**config.mk**
```make
export PLATFORM = sky130hd
export DESIGN_NAME = axis_adc_acq_gate_flat
export DESIGN_NICKNAME = d
export VERILOG_FILES = /design/src/rtl/axis_adc_acq_gate_if.sv /design/src/rtl/axis_adc_acq_gate.sv /design/src/flat_wrapper.sv
export SDC_FILE = /design/constraint.sdc
export NUM_CORES = 1
export LEC_CHECK = 0
export ABC_AREA = 1
export CAP_MARGIN = 25
export CORE_ASPECT_RATIO = 0.5
export CORE_MARGIN = 5
export CORE_UTILIZATION = 53
export DETAILED_ROUTE_END_ITERATION = 10
export GPL_TIMING_DRIVEN = 0
export MAX_ROUTING_LAYER = met4
export PLACE_DENSITY = 0.85
export SETUP_SLACK_MARGIN = 0.02
export SYNTH_ARGS = -nofsm -noshare
export SYNTH_HDL_FRONTEND = slang
export SYNTH_SLANG_ARGS = --single-unit
```
**constraint.sdc**
```tcl
create_clock -name aclk -period 3.5 [get_ports aclk]
set_clock_uncertainty 0.05 [all_clocks]
set_input_delay 0.525 -clock aclk [delete_from_list [all_inputs] [get_ports aclk]]
set_output_delay 0.525 -clock aclk [all_outputs]
set_load 0.005 [all_outputs]
```
**src/rtl/axis_adc_acq_gate_if.sv**
```systemverilog
// AXI-Stream bundle used on both sides of the ADC acquisition gate.
// The master drives valid/data/last and the slave drives ready.
interface axis_adc_acq_gate_if #(
  parameter int DW = 32
) ();
  logic          tvalid;
  logic          tready;
  logic          tlast;
  logic [DW-1:0] tdata;

  modport master (
    output tvalid,
    output tdata,
    output tlast,
    input  tready
  );

  modport slave (
    input  tvalid,
    input  tdata,
    output tready
  );
endinterface

```
**src/rtl/axis_adc_acq_gate.sv**
```systemverilog
// Triggered, decimating acquisition gate behind a no-backpressure ADC stream.
// Optional ACQ_TIMESTAMP_EN prefixes each frame with the cycle count at trigger.
//
// state   | meaning
// --------+------------------------------------------------------------
// S_IDLE  | waiting for arm with a non-zero sample count
// S_ARMED | M/N latched, waiting for trig
// S_ACQ   | decimating input and loading kept samples into output reg
// S_DRAIN | last beat loaded, waiting for its handshake
module axis_adc_acq_gate #(
  parameter int AXIS_TDATA_WIDTH = 32,
  parameter int CNTR_WIDTH       = 24,
  parameter int DEC_WIDTH        = 16
) (
  input  logic                  aclk,
  input  logic                  areset,
  input  logic [CNTR_WIDTH-1:0] cfg_samples,
  input  logic [DEC_WIDTH-1:0]  cfg_decimation,
  input  logic                  arm,
  input  logic                  trig,
  axis_adc_acq_gate_if.slave    s_axis,
  axis_adc_acq_gate_if.master   m_axis,
  output logic                  sts_busy,
  output logic                  sts_overflow,
  output logic [CNTR_WIDTH-1:0] sts_count
);

  typedef enum logic [1:0] {
    S_IDLE  = 2'd0,
    S_ARMED = 2'd1,
    S_ACQ   = 2'd2,
    S_DRAIN = 2'd3
  } state_e;

  localparam logic [CNTR_WIDTH-1:0] CNT_ONE = 1;
  localparam logic [DEC_WIDTH-1:0]  DEC_ONE = 1;

  state_e                      state_q, state_d;
  logic [CNTR_WIDTH-1:0]       samples_q, samples_d;
  logic [DEC_WIDTH-1:0]        dec_n_q, dec_n_d;
  logic [DEC_WIDTH-1:0]        dec_cnt_q, dec_cnt_d;
  logic                        tvalid_q, tvalid_d;
  logic                        tlast_q, tlast_d;
  logic [AXIS_TDATA_WIDTH-1:0] tdata_q, tdata_d;
  logic                        ovf_q, ovf_d;
  logic [CNTR_WIDTH-1:0]       count_q, count_d;
  logic                        out_hs;
  logic                        out_free;

`ifdef ACQ_TIMESTAMP_EN
  logic [31:0]                 ts_cnt_q, ts_cnt_d;
`endif

  always_ff @(posedge aclk) begin
    if (areset) begin
      state_q   <= S_IDLE;
      samples_q <= '0;
      dec_n_q   <= '0;
      dec_cnt_q <= '0;
      tvalid_q  <= 1'b0;
      tlast_q   <= 1'b0;
      tdata_q   <= '0;
      ovf_q     <= 1'b0;
      count_q   <= '0;
    end else begin
      state_q   <= state_d;
      samples_q <= samples_d;
      dec_n_q   <= dec_n_d;
      dec_cnt_q <= dec_cnt_d;
      tvalid_q  <= tvalid_d;
      tlast_q   <= tlast_d;
      tdata_q   <= tdata_d;
      ovf_q     <= ovf_d;
      count_q   <= count_d;
    end
  end

`ifdef ACQ_TIMESTAMP_EN
  always_comb begin
    ts_cnt_d = ts_cnt_q + 32'd1;
  end

  always_ff @(posedge aclk) begin
    if (areset) begin
      ts_cnt_q <= '0;
    end else begin
      ts_cnt_q <= ts_cnt_d;
    end
  end
`endif

  assign out_hs   = tvalid_q & m_axis.tready;
  // The output register accepts a new word when empty or when emptied this cycle.
  assign out_free = ~tvalid_q | m_axis.tready;

  always_comb begin
    state_d   = state_q;
    samples_d = samples_q;
    dec_n_d   = dec_n_q;
    dec_cnt_d = dec_cnt_q;
    tvalid_d  = tvalid_q;
    tlast_d   = tlast_q;
    tdata_d   = tdata_q;
    ovf_d     = ovf_q;
    count_d   = count_q;

    if (out_hs) begin
      tvalid_d = 1'b0;
      tlast_d  = 1'b0;
    end

    case (state_q)
      S_IDLE: begin
        if (arm && (cfg_samples != '0)) begin
          state_d   = S_ARMED;
          samples_d = cfg_samples;
          dec_n_d   = (cfg_decimation == '0) ? DEC_ONE : cfg_decimation;
          ovf_d     = 1'b0;
          count_d   = '0;
        end
      end

      S_ARMED: begin
        if (trig) begin
          state_d   = S_ACQ;
          dec_cnt_d = '0;
`ifdef ACQ_TIMESTAMP_EN
          tvalid_d  = 1'b1;
          tlast_d   = 1'b0;
          tdata_d   = AXIS_TDATA_WIDTH'(ts_cnt_q);
`endif
        end
      end

      S_ACQ: begin
        if (s_axis.tvalid) begin
          dec_cnt_d = (dec_cnt_q >= dec_n_q - DEC_ONE) ? '0 : dec_cnt_q + DEC_ONE;
          if (dec_cnt_q == '0) begin
            if (out_free) begin
              tvalid_d = 1'b1;
              tdata_d  = s_axis.tdata;
              count_d  = (&count_q) ? count_q : count_q + CNT_ONE;
              if (count_q == samples_q - CNT_ONE) begin
                tlast_d = 1'b1;
                state_d = S_DRAIN;
              end else begin
                tlast_d = 1'b0;
              end
            end else begin
              ovf_d = 1'b1;
            end
          end
        end
      end

      S_DRAIN: begin
        if (out_hs && tlast_q) begin
          state_d = S_IDLE;
        end
      end

      default: begin
        state_d = S_IDLE;
      end
    endcase
  end

  assign s_axis.tready = 1'b1;
  assign m_axis.tvalid = tvalid_q;
  assign m_axis.tdata  = tdata_q;
  assign m_axis.tlast  = tlast_q;
  assign sts_busy      = (state_q != S_IDLE);
  assign sts_overflow  = ovf_q;
  assign sts_count     = count_q;

endmodule

```
**src/flat_wrapper.sv**
```systemverilog
// flat-port wrapper written by rule: the top's interface ports become plain ports
module axis_adc_acq_gate_flat 
#(
  parameter int AXIS_TDATA_WIDTH = 32,
  parameter int CNTR_WIDTH       = 24,
  parameter int DEC_WIDTH        = 16
)
  (aclk, areset, cfg_samples, cfg_decimation, arm, trig, sts_busy, sts_overflow, sts_count, s_axis_tvalid, s_axis_tdata, s_axis_tready, m_axis_tvalid, m_axis_tdata, m_axis_tlast, m_axis_tready);
  axis_adc_acq_gate_if #(.DW((32))) s_axis_i ();
  axis_adc_acq_gate_if #(.DW((32))) m_axis_i ();
  input  logic aclk;
  input  logic areset;
  input  logic [CNTR_WIDTH-1:0] cfg_samples;
  input  logic [DEC_WIDTH-1:0] cfg_decimation;
  input  logic arm;
  input  logic trig;
  output logic sts_busy;
  output logic sts_overflow;
  output logic [CNTR_WIDTH-1:0] sts_count;
  input wire logic [$bits(s_axis_i.tvalid)-1:0] s_axis_tvalid;
  input wire logic [$bits(s_axis_i.tdata)-1:0] s_axis_tdata;
  output wire logic [$bits(s_axis_i.tready)-1:0] s_axis_tready;
  output wire logic [$bits(m_axis_i.tvalid)-1:0] m_axis_tvalid;
  output wire logic [$bits(m_axis_i.tdata)-1:0] m_axis_tdata;
  output wire logic [$bits(m_axis_i.tlast)-1:0] m_axis_tlast;
  input wire logic [$bits(m_axis_i.tready)-1:0] m_axis_tready;
  assign s_axis_i.tvalid = s_axis_tvalid;
  assign s_axis_i.tdata = s_axis_tdata;
  assign s_axis_tready = s_axis_i.tready;
  assign m_axis_tvalid = m_axis_i.tvalid;
  assign m_axis_tdata = m_axis_i.tdata;
  assign m_axis_tlast = m_axis_i.tlast;
  assign m_axis_i.tready = m_axis_tready;
  axis_adc_acq_gate #(.AXIS_TDATA_WIDTH(AXIS_TDATA_WIDTH), .CNTR_WIDTH(CNTR_WIDTH), .DEC_WIDTH(DEC_WIDTH)) u_core (.aclk(aclk), .areset(areset), .cfg_samples(cfg_samples), .cfg_decimation(cfg_decimation), .arm(arm), .trig(trig), .s_axis(s_axis_i), .m_axis(m_axis_i), .sts_busy(sts_busy), .sts_overflow(sts_overflow), .sts_count(sts_count));
endmodule
```
Yosys cells after proc, flatten, opt, wreduce, memory -nomap -nowiden
Cells that the tools add are included.
Widths: inputs -> output; s select.

operators by class
  reduce and logical (&&, ||, !) cells = 16
  equal/unequal tests = 13
  $add $sub $neg = 4
  mux-type cells = 35
  $lt $le $gt $ge = 1
  bitwise operators = 3

operator list
  operator               count
  $mux 24                5
  $mux 16                4
  $pmux 24 s2            1
  $logic_not 16->1       2
  $pmux 16 s2            1
  $add 24x1->24 const B  1
  $eq 24x24->1           1
  $reduce_and 24->1      1
  $reduce_bool 24->1     1
  $sub 24x1->24 const B  1
  $add 16x1->16 const B  1
  $ge 16x16->1           1
  $sub 16x1->16 const B  1
  $mux 1                 15
  $mux 2                 7
  $ne 2x1->1 const B     5
  $ne 2x2->1 const B     4
  $pmux 2 s4             1
  $reduce_and 7->1       1
  $reduce_and 6->1       1
  $reduce_bool 2->1      3
  $reduce_and 5->1       1
  $eq 2x2->1 const B     2
  $reduce_and 4->1       1
  other kinds (9)        10

word-level totals
  bits in registers = 117
  input bits = 78
  output and inout bits = 61

Logic depth before layout (Yosys ltp)
  depth in word-level cells = 7
  gate-level depth with buffers = 21

Worst setup path before layout
No wires, ideal clock.

  kind = register -> register
  from = register u_core.dec_n_q[0]
  to = register u_core.dec_cnt_q[15]
  stages on the path, launching flop included = 22
  data required time = 3.322 ns
  arrival = 2.857 ns
  setup slack = 0.466 ns
  library setup time = 0.128 ns
  path buffers = 1
  period minus slack after synthesis = 3.034 ns
  path through = dfxtp_1 inv_1 ha_1 nand2_1 nor3_1 nand2_1 inv_1 nand3_1 nor4_1 xor2_1 inv_1 ha_1 nand2_1 inv_1 nand3_1 nor3_1 nand3_1 nand3_1 clkbuf_1 nor2_1 a21oi_1 nor2_1

on the way
  longest elaborated chain between the ends = 5

ends and longest elaborated chain
  item                    RTL line                  RTL
  start, declared         axis_adc_acq_gate.sv:40   logic [DEC_WIDTH-1:0] dec_n_q, dec_n_d;
  start signal, assigned  axis_adc_acq_gate.sv:68   dec_n_q <= dec_n_d;
  $sub 16x1->16           axis_adc_acq_gate.sv:137  dec_cnt_d = (dec_cnt_q >= dec_n_q - DEC_ONE) ? '0 : dec_cnt_q + DEC_ONE;
  $ge 16x16->1            axis_adc_acq_gate.sv:137
  $mux 16                 axis_adc_acq_gate.sv:137
  $mux 16                 axis_adc_acq_gate.sv:136  if (s_axis.tvalid) begin
  $pmux 16 s2             axis_adc_acq_gate.sv:112  case (state_q)
  end signal, assigned    axis_adc_acq_gate.sv:69   dec_cnt_q <= dec_cnt_d;
  end, declared           axis_adc_acq_gate.sv:41   logic [DEC_WIDTH-1:0] dec_cnt_q, dec_cnt_d;

Every way passes these cells. The select of a mux whose other input is x is not followed.
A chain may end at the register's enable or synchronous reset.

Worst setup path after layout
  from = register u_core.dec_n_q[1]
  to = register u_core.dec_cnt_q[15]

The elaborated chain is that of the path after synthesis.

==> flow_summary_export.csv <==
group,metric,value,unit
status,outcome,"finished, final reports clean",
worst_hold_path,hp-start,"u_core.sts_overflow$_SDFFE_PP0P_",
drt,drc,0,
timing,worstMarginPinSlew,0.7146,ns
place,portBuffers,137,
synth,yosys-top-cells-count,"nand2_1, nor2_1, dfxtp_1",
setup_path,reg2reg_to,"u_core.dec_cnt_q[15]$_SDFFE_PP0P_",
synth,ys_seq_area_share,32.31,%
timing,fmax,311.4,MHz
drt,wl_per_cell,16.09,µm
timing,final-hold-violation-count,0,
grt,grt_max_degree,17,
die,design.die.area,16260,µm²
place,place_ws,-0.1514,ns
timing,setup_viol,0,
synth,syn_inst,1086,
drt,wl,23.05,mm
die,num_io_pins,139,
synth,synth_area_per_cell,6.674,µm²
drt,routed_via_density,5.571,
flow_run,maxCapViolations,0,
timing,rsz0062_at_grt,"false",
timing,drv_slew,0,
place,gp_congestion,0.9636,
die,rows,30,
setup_path,crit_type,"register to register",
grt,first_global_vias,7475,
clock_network,cts_sinks,117,
grt,grtUsageTotal,28.30,%
timing,finalSetupTns,0,ns
synth,yosysMostFrequentCell,"nand2_1",
layout,layout-drive-gt1-share,6.688,%
worst_hold_path,hold_end,"u_core.sts_overflow$_SDFFE_PP0P_",
clock_network,cts_root_buf,"clkbuf_16",
synth,synthesis.yosys.warnings,0,
grt,antenna_found_initial,0,
drt,drtIter0Drc,695,
power,p_per_area,646.7,nW/µm²
drt,dr.pass1.iters,7,
synth,synth-edff-count,0,
synth,yosys_most_used_dff,"dfxtp_1",
synth,synth_area_leaders,"dfxtp_1, nand2_1, nor2_1",
synth,ys_seq_elements,117,
grt,grt-ovfl-total,0,
die,dieWidth,175.4,µm
clock_network,cts_tree,"done",
setup_path,cp_max_fo,10,
setup_path,regToRegSetupSlack,0.29,ns
timing,hold_ws,0.4024,ns
place,dp.cells,1399,
synth,syn_nets,1189,
synth,synth_area,7248,µm²
synth,netlist.area_leader.share,32.31,%
clock_network,clk_pin_slew,0.06,ns
layout,final_nets,1346,
power,p_leak,3.827,nW
layout,antenna_cells,0,
clock_network,cts_buffer_depth,2,
power,ir_drop,311.0,µV
clock_network,htreeDepth,4,
setup_path,worst_setup_path_end_kind,"register",
worst_hold_path,worstHoldPathCells,2,
drt,vias,7977,
grt,grt_pass1_wl,36.51,mm
setup_path,reg2regPathDepth,21,
timing,setup_slack,0.2887,ns
synth,yosys.area.top_type,"dfxtp_1",
synth,async_reset_ff_share,0,%
clock_network,cts_buffers,17,
die,initial_utilization,53.79,%
setup_path,critPathSlowestCell,"dfxtp_1",
die,core_area,13480,µm²
timing,fin_crit,3.211,ns
layout,areaGrowthSynthToFinish,30.74,%
setup_path,required,3.74,ns
synth,synth_cell_type_count,51,
power,fin_total_pwr,6.128,mW
timing,min_period_over_period,91.75,%
timing,relSlewSlack,52.36,%
worst_hold_path,hold_path.class,"register to register",
layout,instances_no_fill,1432,
drt,ant_nets,0,
clock_network,ctsHoldBuffers,0,
setup_path,cpPeakStageDelay,0.32,ns
setup_path,cp.arrival,3.45,ns
setup_path,path_cells,"inv_1, ha_2, nand2_1, nor3_2, nand2_1, inv_2, nand3_2, nor4_4, xor2_1, inv_1, ha_1, nand2_1, inv_1, nand3_1, nor3_2, nand3_1, nand3_4, buf_6, nor2_1, a21oi_1, nor2_1",
place,dp_hpwl,17.26,mm
setup_path,worstSetupStartpointType,"register",
die,die_y,92.69,µm
clock_network,clk_latency,0.42,ns
setup_path,timing.rr.start,"u_core.dec_n_q[1]$_SDFFE_PP0P_",
-- layout by cell type (no fill, tap or decap), drive strengths merged, types with 44 or more instances in the layout --
cell           netlist  final
nand2              209    209
nor2               153    153
clkdlybuf4s50        0    137
dfxtp              117    117
inv                105    108
a21oi               97     97
o21ai               70     70
nand3               66     66
clkbuf              41     57
nor3                54     54
xor2                44     44
-- final cells by class --
class                      count  area, µm²
inverter                     105      399.1
fill                        1077       3999
tap                          176      220.2
buffer                        52      244.0
clock inverter                15      131.4
clock buffer                  17      425.4
timing repair buffer         138       1379
multi-input combinational    812       4335
sequential                   117       2342
-- layer usage --
layer	track usage (%)	wire [µm]
met5	-	0
met4	9.079	497
met1	35.35	9809
met3	4.608	1689
met2	47.41	11050
-- sequential cells by signal (all words and copies together), names as in the netlist --
register / flops
u_core.dec_cnt_q: 16
u_core.dec_n_q: 16
u_core.m_axis.tdata: 32
u_core.m_axis.tlast: 1
u_core.m_axis.tvalid: 1
u_core.samples_q: 24
u_core.state_q: 2
u_core.sts_count: 24
u_core.sts_overflow: 1
-- what timing repair did --
item,in CTS,in global routing
setup buffers,0,1
pin swaps,0,6
setup endpoints to repair,10,16
gates resized for setup,2,17
-- cells by family (layout without fill, tap and decap cells) --
family          count (synthesis)  in the layout  synth area share, %
compound gates                181            181                13.10
xor+xnor                       62             62                7.492
fa+ha+maj                      25             25                4.316
buf+inv                       157            327                8.769
flops                         117            117                32.31
other cells                     1              1              0.05174
simple gates                  543            543                33.95
-- worst max-delay path: cells and delay by family, from the launching register on --
kind | cells | cell delay, ns
compound gates | 1 | 0.11
fa+ha+maj | 2 | 0.46
simple gates | 12 | 1.55
buf+inv | 5 | 0.44
xor+xnor | 1 | 0.17
flops | 1 | 0.32
-- through the flow --
step                area, µm²  utilization (%)
global route             9477            70.33
global placement         8840            65.60
CTS                      9403            69.78
detailed placement       8840            65.60
floorplan                7248                -
finish                   9477            70.33
-- worst max path at each step --
stage | startpoint | to | cells after the start
after floorplan | u_core.dec_n_q[0]$_SDFFE_PP0P_ | u_core.dec_cnt_q[15]$_SDFFE_PP0P_ | 21
after global placement | u_core.dec_n_q[0]$_SDFFE_PP0P_ | u_core.dec_cnt_q[15]$_SDFFE_PP0P_ | 21
after detailed placement | u_core.dec_n_q[0]$_SDFFE_PP0P_ | u_core.dec_cnt_q[15]$_SDFFE_PP0P_ | 21
after CTS | u_core.dec_n_q[0]$_SDFFE_PP0P_ | u_core.dec_cnt_q[15]$_SDFFE_PP0P_ | 21
after global routing | u_core.dec_n_q[1]$_SDFFE_PP0P_ | u_core.dec_cnt_q[15]$_SDFFE_PP0P_ | 21
final | u_core.dec_n_q[1]$_SDFFE_PP0P_ | u_core.dec_cnt_q[15]$_SDFFE_PP0P_ | 21
-- power by group --
group	internal [mW]	total [mW]	switching [mW]
combinational	1.02	2.74	1.72
sequential	1.54	1.72	0.184
clock	0.977	1.67	0.691
total	3.54	6.13	2.59
No activity file was read; power rests on OpenSTA's default activity.
